[src/rtl/elevator_ctrl_pkg.sv]
// Shared types for the four-floor elevator controller.
// Floor index, call vector and FSM state encoding plus call-mask helpers.
package elev_pkg;

    localparam int NUM_FLOORS = 4;

    typedef logic [1:0]            floor_t;
    typedef logic [NUM_FLOORS-1:0] call_vec_t;

    typedef enum logic [1:0] {
        IDLE,
        DOOR_OPEN,
        MOVING
    } elev_state_t;

    // Mask of floors strictly above f.
    function automatic call_vec_t floors_above(floor_t f);
        call_vec_t m;
        m = '0;
        for (int i = 0; i < NUM_FLOORS; i++) begin
            if (i > int'(f)) m[i] = 1'b1;
        end
        return m;
    endfunction

    // Mask of floors strictly below f.
    function automatic call_vec_t floors_below(floor_t f);
        call_vec_t m;
        m = '0;
        for (int i = 0; i < NUM_FLOORS; i++) begin
            if (i < int'(f)) m[i] = 1'b1;
        end
        return m;
    endfunction

endpackage

[src/rtl/elevator_ctrl_if.sv]
// Call buttons in, registered car/door/call status out to the display stage.
interface elevator_ctrl_if;
    import elev_pkg::*;

    call_vec_t req;
    floor_t    floor_sel;
    logic      door;
    logic      moving;
    logic      dir_up;
    call_vec_t pending;

    modport master (output req, input floor_sel, door, moving, dir_up, pending);
    modport slave  (input req, output floor_sel, door, moving, dir_up, pending);
endinterface

[src/rtl/elevator_ctrl_cycle_timer.sv]
// Loadable down-counter saturating at 0; expire flags the final counted cycle.
// A load in the same cycle overrides the decrement.
module cycle_timer #(
    parameter  int MAX = 1,
    localparam int W   = $clog2(MAX + 1)
) (
    input  logic         clk,
    input  logic         reset,
    input  logic         load,
    input  logic [W-1:0] load_val,
    output logic         expire
);

    logic [W-1:0] cnt_q, cnt_d;

    always_comb begin
        cnt_d = cnt_q;
        if (load) begin
            cnt_d = load_val;
        end else if (cnt_q != '0) begin
            cnt_d = cnt_q - W'(1);
        end
    end

    always_ff @(posedge clk) begin
        if (reset) begin
            cnt_q <= '0;
        end else begin
            cnt_q <= cnt_d;
        end
    end

    assign expire = (cnt_q == W'(1));

endmodule

[src/rtl/elevator_ctrl.sv]
// Four-floor elevator FSM: latches calls, sweeps in one direction before reversing,
// times floor transit and door dwell; all outputs registered, no req->output path.
module elevator_ctrl
    import elev_pkg::*;
#(
    parameter int MOVE_CYCLES = 100_000_000,
    parameter int DOOR_CYCLES = 200_000_000
) (
    input  logic            clk,
    input  logic            reset,
    elevator_ctrl_if.slave  bus
);

    localparam int TMAX = (MOVE_CYCLES > DOOR_CYCLES) ? MOVE_CYCLES : DOOR_CYCLES;
    localparam int TW   = $clog2(TMAX + 1);

    elev_state_t state_q, state_d;
    floor_t      floor_q, floor_d;
    logic        dir_up_q, dir_up_d;
    call_vec_t   pend_q, pend_d;
    logic        door_q, door_d;
    logic        moving_q, moving_d;

    call_vec_t   clr;
    call_vec_t   here;
    call_vec_t   ahead, behind;
    logic        eff_up;
    logic        tmr_load;
    logic [TW-1:0] tmr_val;
    logic        tmr_expire;

    cycle_timer #(.MAX(TMAX)) u_timer (
        .clk      (clk),
        .reset    (reset),
        .load     (tmr_load),
        .load_val (tmr_val),
        .expire   (tmr_expire)
    );

    always_comb begin
        state_d  = state_q;
        floor_d  = floor_q;
        dir_up_d = dir_up_q;
        clr      = '0;
        tmr_load = 1'b0;
        tmr_val  = TW'(DOOR_CYCLES);

        here = call_vec_t'(1) << floor_q;
        // Direction is pinned at the end floors so a sweep can never wrap.
        if (floor_q == 2'd3) begin
            eff_up = 1'b0;
        end else if (floor_q == 2'd0) begin
            eff_up = 1'b1;
        end else begin
            eff_up = dir_up_q;
        end
        ahead  = pend_q & (eff_up ? floors_above(floor_q) : floors_below(floor_q));
        behind = pend_q & (eff_up ? floors_below(floor_q) : floors_above(floor_q));

        case (state_q)
            IDLE: begin
                dir_up_d = eff_up;
                if ((pend_q & here) != '0) begin
                    state_d  = DOOR_OPEN;
                    clr      = here;
                    tmr_load = 1'b1;
                    tmr_val  = TW'(DOOR_CYCLES);
                end else if (ahead != '0) begin
                    state_d  = MOVING;
                    tmr_load = 1'b1;
                    tmr_val  = TW'(MOVE_CYCLES);
                end else if (behind != '0) begin
                    dir_up_d = ~eff_up;
                    state_d  = MOVING;
                    tmr_load = 1'b1;
                    tmr_val  = TW'(MOVE_CYCLES);
                end
            end
            DOOR_OPEN: begin
                // A press at the open floor holds the door instead of queuing a call.
                clr = here;
                if ((bus.req & here) != '0) begin
                    tmr_load = 1'b1;
                    tmr_val  = TW'(DOOR_CYCLES);
                end else if (tmr_expire) begin
                    state_d = IDLE;
                end
            end
            MOVING: begin
                if (tmr_expire) begin
                    floor_d = dir_up_q ? floor_q + 2'd1 : floor_q - 2'd1;
                    state_d = IDLE;
                end
            end
            default: begin
                state_d = IDLE;
            end
        endcase

        pend_d   = (pend_q | bus.req) & ~clr;
        door_d   = (state_d == DOOR_OPEN);
        moving_d = (state_d == MOVING);
    end

    always_ff @(posedge clk) begin
        if (reset) begin
            state_q  <= IDLE;
            floor_q  <= '0;
            dir_up_q <= 1'b1;
            pend_q   <= '0;
            door_q   <= 1'b0;
            moving_q <= 1'b0;
        end else begin
            state_q  <= state_d;
            floor_q  <= floor_d;
            dir_up_q <= dir_up_d;
            pend_q   <= pend_d;
            door_q   <= door_d;
            moving_q <= moving_d;
        end
    end

    assign bus.floor_sel = floor_q;
    assign bus.door      = door_q;
    assign bus.moving    = moving_q;
    assign bus.dir_up    = dir_up_q;
    assign bus.pending   = pend_q;

endmodule

[src/flat_wrapper.sv]
// flat-port wrapper written by rule: the top's interface ports become plain ports
module elevator_ctrl_flat import elev_pkg::*;
#(
    parameter int MOVE_CYCLES = 100_000_000,
    parameter int DOOR_CYCLES = 200_000_000
)
  (clk, reset, bus_req, bus_floor_sel, bus_door, bus_moving, bus_dir_up, bus_pending);
  elevator_ctrl_if bus_i ();
  input  logic clk;
  input  logic reset;
  input wire logic [$bits(bus_i.req)-1:0] bus_req;
  output wire logic [$bits(bus_i.floor_sel)-1:0] bus_floor_sel;
  output wire logic [$bits(bus_i.door)-1:0] bus_door;
  output wire logic [$bits(bus_i.moving)-1:0] bus_moving;
  output wire logic [$bits(bus_i.dir_up)-1:0] bus_dir_up;
  output wire logic [$bits(bus_i.pending)-1:0] bus_pending;
  assign bus_i.req = bus_req;
  assign bus_floor_sel = bus_i.floor_sel;
  assign bus_door = bus_i.door;
  assign bus_moving = bus_i.moving;
  assign bus_dir_up = bus_i.dir_up;
  assign bus_pending = bus_i.pending;
  elevator_ctrl #(.MOVE_CYCLES(MOVE_CYCLES), .DOOR_CYCLES(DOOR_CYCLES)) u_core (.clk(clk), .reset(reset), .bus(bus_i));
endmodule
[config.mk]
export PLATFORM = sky130hd
export DESIGN_NAME = elevator_ctrl_flat
export DESIGN_NICKNAME = d
export VERILOG_FILES = /design/src/rtl/elevator_ctrl_pkg.sv /design/src/rtl/elevator_ctrl_if.sv /design/src/rtl/elevator_ctrl_cycle_timer.sv /design/src/rtl/elevator_ctrl.sv /design/src/flat_wrapper.sv
export SDC_FILE = /design/constraint.sdc
export NUM_CORES = 1
export LEC_CHECK = 0
export CORE_MARGIN = 4
export CORE_UTILIZATION = 56
export CTS_BUF_LIST = sky130_fd_sc_hd__clkbuf_4 sky130_fd_sc_hd__clkbuf_8 sky130_fd_sc_hd__clkbuf_16
export CTS_CLUSTER_DIAMETER = 60
export DETAILED_ROUTE_END_ITERATION = 12
export DONT_BUFFER_PORTS = 1
export GPL_ROUTABILITY_DRIVEN = 1
export HOLD_SLACK_MARGIN = 0.15
export PLACE_DENSITY_LB_ADDON = 0.12
export SLEW_MARGIN = 20
export SYNTH_ARGS = -nofsm -noshare
export SYNTH_HDL_FRONTEND = slang
export SYNTH_SLANG_ARGS = --single-unit
[constraint.sdc]
create_clock -name clk -period 2.5 [get_ports clk]
set_input_delay 0.375 -clock clk [delete_from_list [all_inputs] [get_ports clk]]
set_output_delay 0.375 -clock clk [all_outputs]
set_load 0.005 [all_outputs]
==> results_dict.tcl, run 1 <==
set metrics [dict create \
    outcome "finished, final reports clean" \
    hold_violations 0 \
    fin_ws_ps 110 \
    worst-path-buf-inv 0 \
    cts.path.max_buffers 2 \
    cp_slowest_cell "or4_1" \
    clk_pin_slew_worst_paths_ps 80 \
    cpLargestDelayFamily "simple AND/OR/NAND/NOR gates" \
    root_buffer "clkbuf_8" \
    critical_path.max_fanout 6 \
    regToRegSetupSlack_ps 110 \
    fin_nets 268 \
    p_total_w 0.00297 \
    slowest_delay_ps 660 \
    synth-main-ff-cell "dfxtp_1" \
    hold_ws_ps 185 \
    drt_iter0_markers 103 \
    leakage_nw 0.888 \
    ys_seq_area_frac 0.376 \
    synthCells 241 \
    finalSetupViolCount 0 \
    path_cells "or4_1 -> or4_4 -> a211oi_4 -> and2b_1 -> xnor2_1 -> a21oi_1" \
    layout-drive-gt1-share 0.180 \
    overflow 0 \
    fmax_mhz 418 \
    pwr-share-clk 0.183 \
    h-tree-depth 2 \
    ir_drop_uv 858 \
    worst_setup_path_start_kind "flip-flop" \
    timing.final.crit_share 0.956 \
    viasPerCell 5.93 \
    internal_power_w 0.00176 \
    cts_inserted_buffers 5 \
    drv_slew 0 \
    post-cts-setup-buffers 0 \
    diodes 0 \
    fp.dieW_um 68.9 \
    place.gp.congestion 0.909 \
    synthToLayoutAreaGrowth_pct 14.1 \
    grt_start_max_net_pins 19 \
    grt_pass1_wl_um 7690 \
    crit_required_ps 2650 \
    die_h_um 68.9 \
    switching_share 0.407 \
    clock_sinks 39 \
    grt_usage 0.223 \
    max_cap_violations 0 \
    cp.arrival_ps 2540 \
    cts_tree "built" \
    start_util 0.599 \
    worstMarginPinSlew_ps 753 \
    io_pins 15 \
    p_per_area_nw_per_um2 1260 \
    switching_power_w 0.00121 \
    seqPwrFrac 0.337 \
    synth_area_leaders "dfxtp_1, xnor2_1, nor2_1" \
    core_area_um2 3470 \
    first_pass_iters 4 \
    synthesis.area_um2 2080 \
    clock_skew_ps 8.58 \
    finalCriticalPeriod_ps 2390 \
    io_buffers 0 \
    synth_nets 255 \
    via_count 1785 \
    post-synth-top-area-cell "dfxtp_1" \
    dpl.hpwl_um 3370 \
    dp_slack_ps 63.5 \
    routed_wl_um 4780 \
    grt_pass1_vias 1638 \
    dieArea_um2 4750 \
    holdCritPathClass "in2reg" \
    synth_edf_count 0 \
    synth_top_area_frac 0.376 \
    worstSkewPairLatency_ps 290 \
    syn_area_per_cell_um2 8.62 \
    postRouteAntennaNets 0 \
    path_class "reg2reg" \
    yosys.cell_types.count 49 \
    wl_per_cell_um 15.9 \
    synth-seq-cells 39 \
    final_common_cell "dfxtp_1" \
    synthArstFlopShare 0 \
    antenna_found_initial 0 \
    yosysWarnings 0 \
    drcViolationCount 0 \
    layout_common_cells "dfxtp_1, nor2_1, a21oi_1" \
    crit_path_end_kind "flip-flop" \
    relSlewSlack 0.496 \
    core.rowCount 21 \
    power_frac_comb 0.479 \
]
-- cells in the mapped netlist, types with 2 or more instances --
library cell   n
nand4_1        3
inv_1         10
xnor2_1       18
nor2_1        30
nand2b_1       2
ha_1           8
nor3_2         2
o22ai_1        3
nand2_1       14
nor4b_1        2
buf_2          2
o21ai_1        5
clkbuf_1       7
a21oi_1       21
xor2_1        10
a221oi_1       2
a211oi_1       5
or3_1          2
or2_2          3
nor4_1         7
dfxtp_1       39
nand3_1       10
nor3_1         6
or4_1          5
-- metal layers --
layer | share of wire | GRT usage | vias up | wire length [µm]
li1 | - | - | 883 | -
met4 | 0.012 | 0.0730 | 0 | 59
met3 | 0.048 | 0.0486 | 7 | 230
met5 | 0 | 0 | - | 0
met1 | 0.48 | 0.300 | 847 | 2280
met2 | 0.46 | 0.356 | 48 | 2210
-- final timing paths --
path                       startpoint                        to  depth (start not counted)
max           u_core.u_timer.cnt_q[2]  u_core.u_timer.cnt_q[15]                          6
min                             reset  u_core.u_timer.cnt_q[18]                          1
max reg2reg   u_core.u_timer.cnt_q[2]  u_core.u_timer.cnt_q[15]                          6
min reg2reg  u_core.u_timer.cnt_q[11]  u_core.u_timer.cnt_q[11]                          2
-- cell type report --
cell class                      count  area (µm²)
Tap cell                           46        57.6
Fill cell                         298        1100
Clock buffer                        6        82.6
Sequential cell                    39         782
Inverter                           10        37.5
Timing Repair Buffer               15         115
Multi-Input combinational cell    183        1260
Clock inverter                      2        35.0
-- timing repair --
item / 4_1_cts / 5_1_grt
hold buffers: 1 / 0
endpoints found under the setup margin: 0 / 29
gates resized for setup: 0 / 11
endpoints found under the hold margin: 18 / 0
-- state kept, by name, indices dropped and copies added (netlist names) --
register and flops:
u_core.bus.dir_up 1, u_core.bus.door 1, u_core.bus.floor_sel 2, u_core.bus.moving 1, u_core.bus.pending 4, u_core.state_q 2
u_core.u_timer.cnt_q 28
-- per-stage QoR --
| step | utilization | setup TNS, ps | cells | cell area [µm²] |
|---|---|---|---|---|
| 2_1_floorplan | - | 0 | 241 | 2080 |
| 5_1_grt | 0.683 | -6.77 | 301 | 2370 |
| 4_1_cts | 0.672 | 0 | 301 | 2330 |
| 6_report | 0.683 | 0 | 301 | 2370 |
| 3_3_place_gp | 0.635 | 0 | 292 | 2200 |
| 3_5_place_dp | 0.635 | 0 | 292 | 2200 |
-- power groups by stage --
stage                     registers (W)  clock network (W)  logic (W)
final                           0.00100           0.000545    0.00143
after global routing            0.00103           0.000584    0.00156
after CTS                      0.000996           0.000551    0.00138
after detailed placement        0.00101                  0    0.00135
after global placement          0.00101                  0    0.00134
after floorplan                0.000967                  0    0.00110
-- cell families (layout without fill, tap and decap cells) --
kind of cell / after synthesis / after routing / synth area share
buffers and inverters: 19 / 33 / 0.0355
AO/OA/AOI/OAI: 49 / 49 / 0.156
flip-flops: 39 / 39 / 0.376
AND/OR/NAND/NOR: 98 / 98 / 0.266
XOR/XNOR: 28 / 28 / 0.118
adder cells (fa/ha/maj): 8 / 8 / 0.0482
Power figures use the tool's default switching activity.
==> inputs of run 2 (changes only) <==
CORE_UTILIZATION = 60   (was 56)
clock period = 2.3 ns   (was 2.5 ns; I/O delays follow)
==> run 2 against run 1 <==
Effect of this change:
- clock skew shrank 0.67 ps
- register-to-register slack got worse by 30 ps
- power grew 10%
- first-iteration DRC count is 50% higher
- routed wire length is 1.6% higher
- critical path type unchanged
==> results_dict.tcl, run 2 (synthesis results as in run 1) <==
set metrics [dict create \
    fillCellCount 273 \
    worstMarginPinSlew_ps 835 \
    cp_slowest_cell "or4_4" \
    path_class "reg2reg" \
    ir_drop_uv 808 \
    worst-path-buf-inv 0 \
    fin_nets 281 \
    hold_ws_ps 169 \
    core_area_um2 3340 \
    pwr-share-clk 0.147 \
    root_buffer "clkbuf_4" \
    layout_common_cells "dfxtp_1, nor2_1, buf_4" \
    grt_pass1_wl_um 7990 \
    timing.final.crit_share 0.966 \
    regArea_um2 783 \
    drcViolationCount 0 \
    largest_reg_flops 28 \
    dieArea_um2 4470 \
    multi_input_area_um2 1290 \
    cts.path.max_buffers 2 \
    diodes 0 \
    cts_tree "built" \
    grt_start_max_net_pins 23 \
    core.rowCount 21 \
    via_count 1864 \
    cp.arrival_ps 2430 \
    final_common_cell "dfxtp_1" \
    crit_required_ps 2510 \
    io_buffers 0 \
    wl_per_cell_um 15.5 \
    first_pass_iters 5 \
    hold_violations 0 \
    viasPerCell 5.94 \
    synthToLayoutAreaGrowth_pct 18.9 \
    regMostFlops "u_core.u_timer.cnt_q" \
    start_util 0.622 \
    holdCritPathClass "in2reg" \
    finalSetupViolCount 0 \
    place.gp.congestion 0.953 \
    outcome "finished, final reports clean" \
    clock_skew_ps 7.91 \
    crit_path_end_kind "flip-flop" \
    drv_slew 0 \
    cpLargestDelayFamily "simple AND/OR/NAND/NOR gates" \
    io_pins 15 \
    path_cells "or4_4 -> or4_4 -> a211oi_4 -> and2b_1 -> xnor2_1 -> a21oi_1" \
    power_frac_comb 0.522 \
    rsz0062_at_grt "yes" \
    antenna_found_initial 0 \
    clock_sinks 39 \
    h-tree-depth 2 \
    dpl.hpwl_um 3590 \
    seqPwrFrac 0.331 \
    switching_share 0.406 \
    routed_wl_um 4860 \
    worst_setup_path_start_kind "flip-flop" \
    worstSkewPairLatency_ps 350 \
    leakage_nw 0.963 \
    critical_path.max_fanout 6 \
    postRouteAntennaNets 0 \
    p_per_area_nw_per_um2 1330 \
    relSlewSlack 0.441 \
    drt_iter0_markers 155 \
    slowest_delay_ps 580 \
    utilization 0.740 \
    grt_usage 0.236 \
    die_h_um 66.8 \
    overflow 0 \
    finalCriticalPeriod_ps 2220 \
    fp.dieW_um 66.8 \
    layout-drive-gt1-share 0.231 \
    critical_path.most_common_cell "or4_4" \
    fmax_mhz 450 \
    switching_power_w 0.00133 \
    grt_pass1_vias 1724 \
    clk_pin_slew_worst_paths_ps 120 \
    cts_inserted_buffers 5 \
    internal_power_w 0.00195 \
    max_cap_violations 0 \
]
-- run 2: power by group through the flow --
| stage | registers (W) | clock network (W) | logic (W) |
|---|---|---|---|
| floorplan | 0.00105 | 0 | 0.00120 |
| global placement | 0.00108 | 0 | 0.00152 |
| detailed placement | 0.00109 | 0 | 0.00156 |
| CTS | 0.00107 | 0.000492 | 0.00162 |
| global route | 0.00111 | 0.000519 | 0.00188 |
| finish | 0.00109 | 0.000482 | 0.00171 |
-- run 2: metal layers --
| layer | GRT usage | routed length, µm |
|---|---|---|
| met3 | 0.0523 | 279 |
| met1 | 0.288 | 2150 |
| met5 | 0 | 0 |
| met2 | 0.407 | 2360 |
| met4 | 0.0736 | 72 |
-- run 2: path summary, 6_finish.rpt --
path	slack (ps)	cells after the start	startpoint	end
setup / recovery	80	6	u_core.u_timer.cnt_q[2]	u_core.u_timer.cnt_q[15]
hold / removal	170	2	bus_req[0]	u_core.bus.pending[0]
setup reg to reg	80	6	u_core.u_timer.cnt_q[2]	u_core.u_timer.cnt_q[15]
hold reg to reg	540	2	u_core.u_timer.cnt_q[11]	u_core.u_timer.cnt_q[11]
-- run 2: metrics by stage --
stage | worst slack (ps) | TNS, ps | power, W | area [µm²] | instances
global placement | -3.70 | -3.70 | 0.00260 | 2280 | 302
global route | -48.1 | -85.7 | 0.00351 | 2470 | 314
finish | 79.3 | 0 | 0.00328 | 2470 | 314
floorplan | 3.98 | 0 | 0.00225 | 2080 | 241
detailed placement | -21.9 | -94.5 | 0.00265 | 2280 | 302
CTS | 20.7 | 0 | 0.00318 | 2400 | 311
-- run 2: cell type report --
class | instances | area share
clock inverters | 2 | 0.0142
well taps | 46 | 0.0233
inverters | 10 | 0.0152
clock buffers | 6 | 0.0208
repair buffers | 28 | 0.0877
flip-flops and latches | 39 | 0.317
multi-input cells | 183 | 0.522
-- run 2: what timing repair did --
| action | in CTS | in global routing |
|---|---|---|
| pin swaps | 1 | 6 |
| setup buffers | 0 | 3 |
| setup endpoints to repair | 16 | 31 |
| gates resized for setup | 6 | 10 |
| hold buffers | 1 | 0 |
| hold endpoints to repair | 22 | 0 |
